--- config.mk ---
export PLATFORM = sky130hd
export DESIGN_NAME = if_stage
export DESIGN_NICKNAME = d
export VERILOG_FILES = /design/src/rtl/if_stage_pkg.sv /design/src/rtl/fetch_fifo.sv /design/src/rtl/if_stage.sv
export SDC_FILE = /design/constraint.sdc
export NUM_CORES = 1
export LEC_CHECK = 0
export ABC_AREA = 1
export BUFFER_PORTS_ARGS = -buffer_cell sky130_fd_sc_hd__buf_2
export CAP_MARGIN = 10
export CORE_ASPECT_RATIO = 0.5
export CORE_MARGIN = 2
export CORE_UTILIZATION = 50
export DETAILED_ROUTE_END_ITERATION = 8
export PLACE_DENSITY = 0.68
export SETUP_SLACK_MARGIN = 0.2
export SYNTH_ARGS = -nofsm -noshare
export SYNTH_HDL_FRONTEND = slang
export SYNTH_HIERARCHICAL = 1
export SYNTH_SLANG_ARGS = --single-unit
export TNS_END_PERCENT = 20
--- constraint.sdc ---
create_clock -name clk -period 5.5 [get_ports clk]
set_clock_uncertainty 0.05 [all_clocks]
set_input_delay 1.1 -clock clk [delete_from_list [all_inputs] [get_ports clk]]
set_output_delay 1.1 -clock clk [all_outputs]
set_load 0.01 [all_outputs]
--- src/rtl/if_stage_pkg.sv ---
// Shared CPU definitions used by the instruction-fetch stage: word width,
// reset vector, the fetch-buffer entry record and the fetch FSM encoding.
package if_stage_pkg;

    localparam int WORD_W = 32;
    localparam logic [WORD_W-1:0] RESET_PC_DEFAULT = 32'hBFC0_0000;
    localparam int FIFO_DEPTH = 2;

    typedef struct packed {
        logic [WORD_W-1:0] pc;
        logic [WORD_W-1:0] inst;
        logic              adel;
    } fetch_entry_t;

    localparam int ENTRY_W = $bits(fetch_entry_t);

    typedef enum logic [1:0] {
        S_REQ  = 2'd0,
        S_WAIT = 2'd1,
        S_HALT = 2'd2
    } fetch_state_t;

    function automatic logic pc_misaligned(input logic [WORD_W-1:0] pc);
        return pc[1:0] != 2'b00;
    endfunction

endpackage

--- src/rtl/fetch_fifo.sv ---
// Two-entry fetch buffer between instruction memory and decode.
// clear wins over push/pop; a push alongside clear lands as the only entry.
module fetch_fifo
    import if_stage_pkg::*;
(
    input  logic               clk,
    input  logic               reset,
    input  logic               clear,
    input  logic               push,
    input  logic               pop,
    input  logic [ENTRY_W-1:0] din,
    output logic [ENTRY_W-1:0] dout,
    output logic               full,
    output logic               empty,
    output logic [1:0]         count
);

    fetch_entry_t mem [FIFO_DEPTH];
    logic         rd_ptr;
    logic         wr_ptr;
    logic         do_push;
    logic         do_pop;

    assign do_pop  = pop && (count != 2'd0);
    assign do_push = push && ((count != 2'd2) || do_pop);

    always_ff @(posedge clk) begin
        if (!reset) begin
            rd_ptr <= 1'b0;
            wr_ptr <= 1'b0;
            count  <= 2'd0;
            mem[0] <= '0;
            mem[1] <= '0;
        end else if (clear) begin
            rd_ptr <= 1'b0;
            wr_ptr <= push;
            count  <= {1'b0, push};
            if (push) begin
                mem[0] <= fetch_entry_t'(din);
            end
        end else begin
            if (do_push) begin
                mem[wr_ptr] <= fetch_entry_t'(din);
                wr_ptr      <= ~wr_ptr;
            end
            if (do_pop) begin
                rd_ptr <= ~rd_ptr;
            end
            count <= count + {1'b0, do_push} - {1'b0, do_pop};
        end
    end

    assign dout  = mem[rd_ptr];
    assign full  = (count == 2'd2);
    assign empty = (count == 2'd0);

endmodule

--- src/rtl/if_stage.sv ---
// Instruction-fetch stage: issues one memory request at a time, buffers up to
// two fetched words, and handles redirects, stale responses and bad targets.
module if_stage
    import if_stage_pkg::*;
#(
    parameter logic [WORD_W-1:0] RESET_PC = RESET_PC_DEFAULT
)
(
    input  logic              clk,
    input  logic              reset,
    output logic              inst_req,
    output logic [WORD_W-1:0] inst_addr,
    input  logic              inst_addr_ok,
    input  logic              inst_data_ok,
    input  logic [WORD_W-1:0] inst_rdata,
    output logic              if_valid,
    input  logic              id_ready,
    output logic [WORD_W-1:0] if_pc,
    output logic [WORD_W-1:0] if_inst,
    output logic              if_adel,
    input  logic              flush,
    input  logic [WORD_W-1:0] flush_pc,
    output logic [1:0]        dbg_state
);

    fetch_state_t      state;
    logic [WORD_W-1:0] fetch_pc;
    logic [WORD_W-1:0] req_pc;
    logic              discard;

    logic               fifo_full;
    logic               fifo_empty;
    logic [1:0]         fifo_count;
    logic [ENTRY_W-1:0] head_bits;
    fetch_entry_t       head_entry;
    fetch_entry_t       push_entry;

    logic outstanding;
    logic room;
    logic accept;
    logic stale_after_flush;
    logic push;
    logic pop;

    // Handshakes: a request transfers on inst_req & inst_addr_ok, a response on
    // inst_data_ok, and a buffered entry on if_valid & id_ready, all at posedge.
    assign outstanding = (state == S_WAIT) || discard;
    assign room        = ({1'b0, fifo_count} + {2'b00, outstanding}) < 3'd2;
    assign inst_req    = reset && (state == S_REQ) && !fifo_full && room;
    assign accept      = inst_req && inst_addr_ok;
    assign inst_addr   = fetch_pc;

    // A redirect leaves an in-flight response behind whenever one is pending
    // past this edge; that response must later be thrown away.
    assign stale_after_flush = (outstanding && !inst_data_ok) || accept;

    assign pop = if_valid && id_ready && !flush;

    always_comb begin
        push       = 1'b0;
        push_entry = '0;
        if (flush) begin
            push            = pc_misaligned(flush_pc);
            push_entry.pc   = flush_pc;
            push_entry.adel = 1'b1;
        end else begin
            push            = (state == S_WAIT) && inst_data_ok && !discard;
            push_entry.pc   = req_pc;
            push_entry.inst = inst_rdata;
        end
    end

    always_ff @(posedge clk) begin
        if (!reset) begin
            state    <= S_REQ;
            fetch_pc <= RESET_PC;
            req_pc   <= RESET_PC;
            discard  <= 1'b0;
        end else if (flush) begin
            fetch_pc <= flush_pc;
            discard  <= stale_after_flush;
            if (accept) begin
                req_pc <= fetch_pc;
            end
            if (pc_misaligned(flush_pc)) begin
                state <= S_HALT;
            end else if (stale_after_flush) begin
                state <= S_WAIT;
            end else begin
                state <= S_REQ;
            end
        end else begin
            if (inst_data_ok && outstanding) begin
                discard <= 1'b0;
            end
            case (state)
                S_REQ: begin
                    if (accept) begin
                        req_pc   <= fetch_pc;
                        fetch_pc <= fetch_pc + 32'd4;
                        state    <= S_WAIT;
                    end
                end
                S_WAIT: begin
                    if (inst_data_ok) begin
                        state <= S_REQ;
                    end
                end
                default: begin
                    state <= S_HALT;
                end
            endcase
        end
    end

    fetch_fifo u_fifo (
        .clk   (clk),
        .reset (reset),
        .clear (flush),
        .push  (push),
        .pop   (pop),
        .din   (push_entry),
        .dout  (head_bits),
        .full  (fifo_full),
        .empty (fifo_empty),
        .count (fifo_count)
    );

    assign head_entry = fetch_entry_t'(head_bits);
    assign if_valid   = !fifo_empty;
    assign if_pc      = head_entry.pc;
    assign if_inst    = head_entry.inst;
    assign if_adel    = if_valid && head_entry.adel;
    assign dbg_state  = state;

endmodule

## Word level (Yosys, flattened, before mapping)

Memories as Yosys holds them, arrays and structs flattened. A register that Yosys moved wholly into a read port is not among the register bits.
Index checks and enable logic that the tools add are counted.

| storage, ports and cells | value |
|---|---|
| logic and storage cells | 92 |
| memories | 1 |
| memory bits (writable) | 130 |
| flip-flop bits (word level) | 71 |
| output and inout port bits | 101 |
| input bits | 70 |

Memories:

| name | words | bits a word | rd ports | clocked after memory_dff | wr ports | line | source |
|---|---|---|---|---|---|---|---|
| u_fifo.mem | 2 | 65 | 1 | 1 | 2 | fetch_fifo.sv:18 | `fetch_entry_t mem [FIFO_DEPTH];` |

| cells by class | value |
|---|---|
| add/subtract/negate cells | 4 |
| order comparisons | 1 |
| bitwise gates (word level) | 4 |
| reductions and logical operators | 33 |
| multiplexer cells | 36 |
| equal/unequal tests | 5 |

Operators with widths:

| cell | number |
|---|---|
| 32-bit two-way mux | 8 |
| 65-bit two-way mux | 2 |
| 65-bit OR reduction | 1 |
| 32-bit by 3-bit adder with 32-bit output, second input constant | 1 |
| 1-bit two-way mux | 21 |
| 1-bit logical AND | 13 |
| 2-bit nonzero test | 6 |
| 2-bit two-way mux | 4 |
| 3-bit != test, second input constant | 2 |
| 1-bit logical NOT | 5 |
| 2-bit logical NOT | 2 |
| 2-bit one-hot mux with 2 select lines | 1 |
| 2-bit AND reduction | 2 |
| 2-bit by 1-bit adder with 3-bit output | 1 |
| 1-bit logical OR | 3 |
| 3-bit by 2-bit less-than comparator with 1-bit output, second input constant | 1 |
| 1-bit NOT | 3 |
| 2-bit by 1-bit adder with 2-bit output | 1 |
| 2-bit by 1-bit == test with 1-bit output, second input constant | 1 |
| 2-bit == test, second input constant | 1 |
| 2-bit != test, second input constant | 1 |
| 2-bit OR reduction | 1 |
| 2-bit by 1-bit subtractor with 2-bit output | 1 |
| 1-bit bitwise OR | 1 |

## Longest topological paths before layout

| logic depth | value |
|---|---|
| word-level depth | 13 |
| mapped depth | 16 |
| gate-level depth less buffers | 16 |

## By module

Netlist, hierarchy kept.

Modules (own cells, without submodules):

| module | area each (sq um) | sequential area each (sq um) | times used | cells each |
|---|---|---|---|---|
| fetch_fifo | 5908.2 | 4003.8 | 1 | 464 |
| if_stage | 4131.5 | 1341.3 | 1 | 693 |

## Worst setup path after synthesis

No wires, ideal clock.

| timing path | value |
|---|---|
| path kind | input port to flip-flop |
| start | in flush |
| end | mem u_fifo/mem[0][0] (netlist name) (enable) |
| arrival | 3.953 ns |
| data required time | 4.587 ns |
| setup time | 0.863 ns |
| cell stages on the path | 8 |
| path buffers | 4 |
| setup slack | 0.635 ns |
| cells stage by stage | inv_1 > clkbuf_1 > buf_1 > o22ai_1 > nand4_1 > buf_2 > buf_6 > nand3_1 |

RTL lines:

| what | line | source |
|---|---|---|
| from (decl) | if_stage.sv:21 | `input logic flush,` |
| to (decl) | fetch_fifo.sv:18 |  |

==> key figures <==
Status
  – Status: complete, no violations

Floorplan
  – Initial core utilization: 0.514
  – Die footprint: 0.0213 mm^2
  – IO Count: 171
  – Core Rows: 36
  – Die width: 204 um
  – Die height: approximately 100 um
  – CORE AREA: 0.0195 mm^2

Pwr
  – P_sw: 926 uW
  – Sequential share of power: 0.507
  – Pwr/cell area: 303 mW/mm^2
  – VDD IR-drop max: 0.168 mV
  – Combinational power share: 0.132
  – Internal power: 2.59 mW
  – Overall Power: between 3 and 4 mW
  – Clock share of power: 0.361
  – Lkg Pwr: 5.21 nW
  – Sw frac: 0.264

Clock network
  – H-tree levels: 1
  – CTS resizes: 0
  – Clock latency on the worst-skew pair: 0.50 ns
  – Hold-fix buffers at CTS: 0
  – # Post-CTS Setup Buffers: 0
  – Inserted Clock Buffers: 20
  – CTS Root Cell: clkbuf_16
  – CTS tree: yes
  – Clock Path Buffers: 3
  – Clock slew at reported path FFs: approximately 0.06 ns
  – CTS Sinks: 202

GRT
  – Overflow after GRT: 0
  – GR Util met1: 0.353
  – Global-route wire length before repair: 41.4 mm
  – Number of antenna violations at the first check in global routing: 0
  – Grt peak-use layer: met2
  – Met2 Usage GRT: 0.398
  – Largest net degree at the start of global routing: 76
  – GRT Overall Usage: 0.245
  – M3 GR Usage: 0.0313
  – Number of global-route vias before repair: 7971

Detailed routing
  – Via count: 8296
  – Drt total wl: 26.2 mm
  – Drt via density: 5.25
  – DRC: 0
  – Detailed-router iteration count before antenna repair: 5
  – ANT nets after route: 0
  – DRT iter0 DRCs: 638
  – DR WL/cell: around 17 um

Synth
  – Number of warnings issued by yosys: 6
  – #FFs+latches synth: 202
  – Mapped Cells: 1157
  – Top cells by area, synth: edfxtp_1, dfxtp_1, nand2_1
  – Share of flip-flops with an asynchronous set or reset: 0
  – Synth Cell Area: between 0.01 and 0.015 mm^2
  – Post-synth EDFFs: 130
  – Sequential area share after synthesis: 0.532
  – Synth area leader: edfxtp_1
  – Post-Syn Area per Cell: between 8 and 9 um^2
  – Top_reg_cell synth: edfxtp_1
  – Post-synth top cells: nand2_1, inv_1, nor2_1
  – Share of Yosys cell area claimed by the top area cell type: 0.389
  – Most numerous cell in the Yosys netlist: nand2_1
  – Syn_nets: around 1.2k
  – Synth unique cells: 38

Placement
  – HPWL after DPL: 17.3 mm
  – IO Port Bufs: 170
  – RePlAce Congestion: roughly 0.84

Layout
  – Nets: 1372
  – Fraction of layout cells with a size suffix above 1: 0.230
  – Final Core Density: 0.594
  – Number of diodes: 0
  – Synthesis-to-finish area growth: 15.7%

Setup path
  – Setup crit end kind: primary output
  – CP max FO: 44
  – Critical path class: reg -> out
  – CP required: ~4.4 ns
  – Crit path arrival time: 2.59 ns
  – Crit path launch type: flip-flop

Timing
  – Worst Tran Pin Value: 1.12 ns
  – Max-slew headroom: 0.250
  – Maximum clock rate: 267 MHz
  – Period utilization: 0.681
  – Setup TNS: 0 ns
  – Final setup vio count: 0
  – Final slew viol count: 0
  – Min cycle time layout: 3.74 ns
  – RSZ-0062 raised after global routing: no
  – Final Hold Fails: 0

Run
  – Max_cap viols: 0

Worst hold path
  – Min-delay worst type: reg -> reg
==> layer usage <==
layer,wire [um],up-vias
met2,12300,239
met3,1330,34
met4,407,0
li1,-,4040
met5,0,-
met1,12100,3983
==> placed cells by master (no fill, tap or decap), types with 5 or more instances in the layout <==
cell type,count
or2_2,5
buf_2,169
xor2_1,5
a21oi_2,5
nand4_1,6
clkbuf_1,6
nand2_1,212
inv_1,169
o21ai_0,79
edfxtp_1,130
dfxtp_1,71
buf_4,14
nand3_1,36
o211ai_1,6
clkbuf_16,21
clkinv_1,5
nor2_1,156
a21oi_1,112
mux2_2,65
==> power groups by stage <==
stage	Clock [mW]	Combinational, mW	Sequential, mW
detailed placement	0	0.463	1.81
finish	1.27	0.466	1.78
global placement	0	0.456	1.81
CTS	1.29	0.467	1.78
global route	1.35	0.517	1.79
floorplan	0	0.290	1.80
==> critical path: stages (launching register included) <==
cell,delay (ns)
dfxtp_2,1.06
buf_4,0.46
mux2_2,0.39
buf_2,0.14
==> metrics by stage <==
stage          hold slack, ns  instance area, um^2  instances  worst slack [ns]
4_1_cts                 0.399                11600       1580              1.73
3_3_place_gp            0.384                11000       1544              1.68
3_5_place_dp            0.389                11000       1544              1.60
5_1_grt                 0.411                11600       1580              1.65
6_report                0.397                11600       1580              1.76
2_1_floorplan           0.374                10000       1157             0.635
==> kinds of logic (layout without fill, tap and decap cells) <==
family | after synthesis | count (layout) | share of synthesized area
AND/OR/NAND/NOR | 436 | 436 | 0.179
adder cells (fa/ha/maj) | 2 | 2 | 0.00249
XOR/XNOR | 7 | 7 | 0.00611
multiplexers | 65 | 65 | 0.0729
flip-flops | 202 | 202 | 0.532
buffers and inverters | 233 | 390 | 0.0963
AO/OA/AOI/OAI | 212 | 212 | 0.111
==> final timing paths <==
path / start / to / slack [ns] / depth (start not counted)
hold reg to reg: req_pc[21] / req_pc[21] / 0.40 / 2
hold / removal: req_pc[21] / req_pc[21] / 0.40 / 2
setup reg to reg: dbg_state[1] / u_fifo/mem[1][63] / 2.52 / 8
setup / recovery: flip-flop / if_pc[17] / 1.76 / 3
==> state kept, by name, summed over array words and instances, names as in the netlist, named ones only <==
| register | count |
|---|---|
| u_fifo/mem | 130 |
| inst_addr | 32 |
| u_fifo/rd_ptr | 1 |
| discard | 1 |
| u_fifo/wr_ptr | 1 |
| dbg_state | 2 |
| req_pc | 32 |
| u_fifo/count | 2 |
==> layout make-up <==
type | instances | area, um^2
flip-flops and latches | 202 | 5350
multi-input cells | 722 | 3750
fillers | 1774 | 7930
clock inverters | 9 | 42.5
clock buffers | 27 | 548
inverters | 171 | 642
repair buffers | 183 | 951
well taps | 266 | 333
No activity file was read; power rests on OpenSTA's default activity.
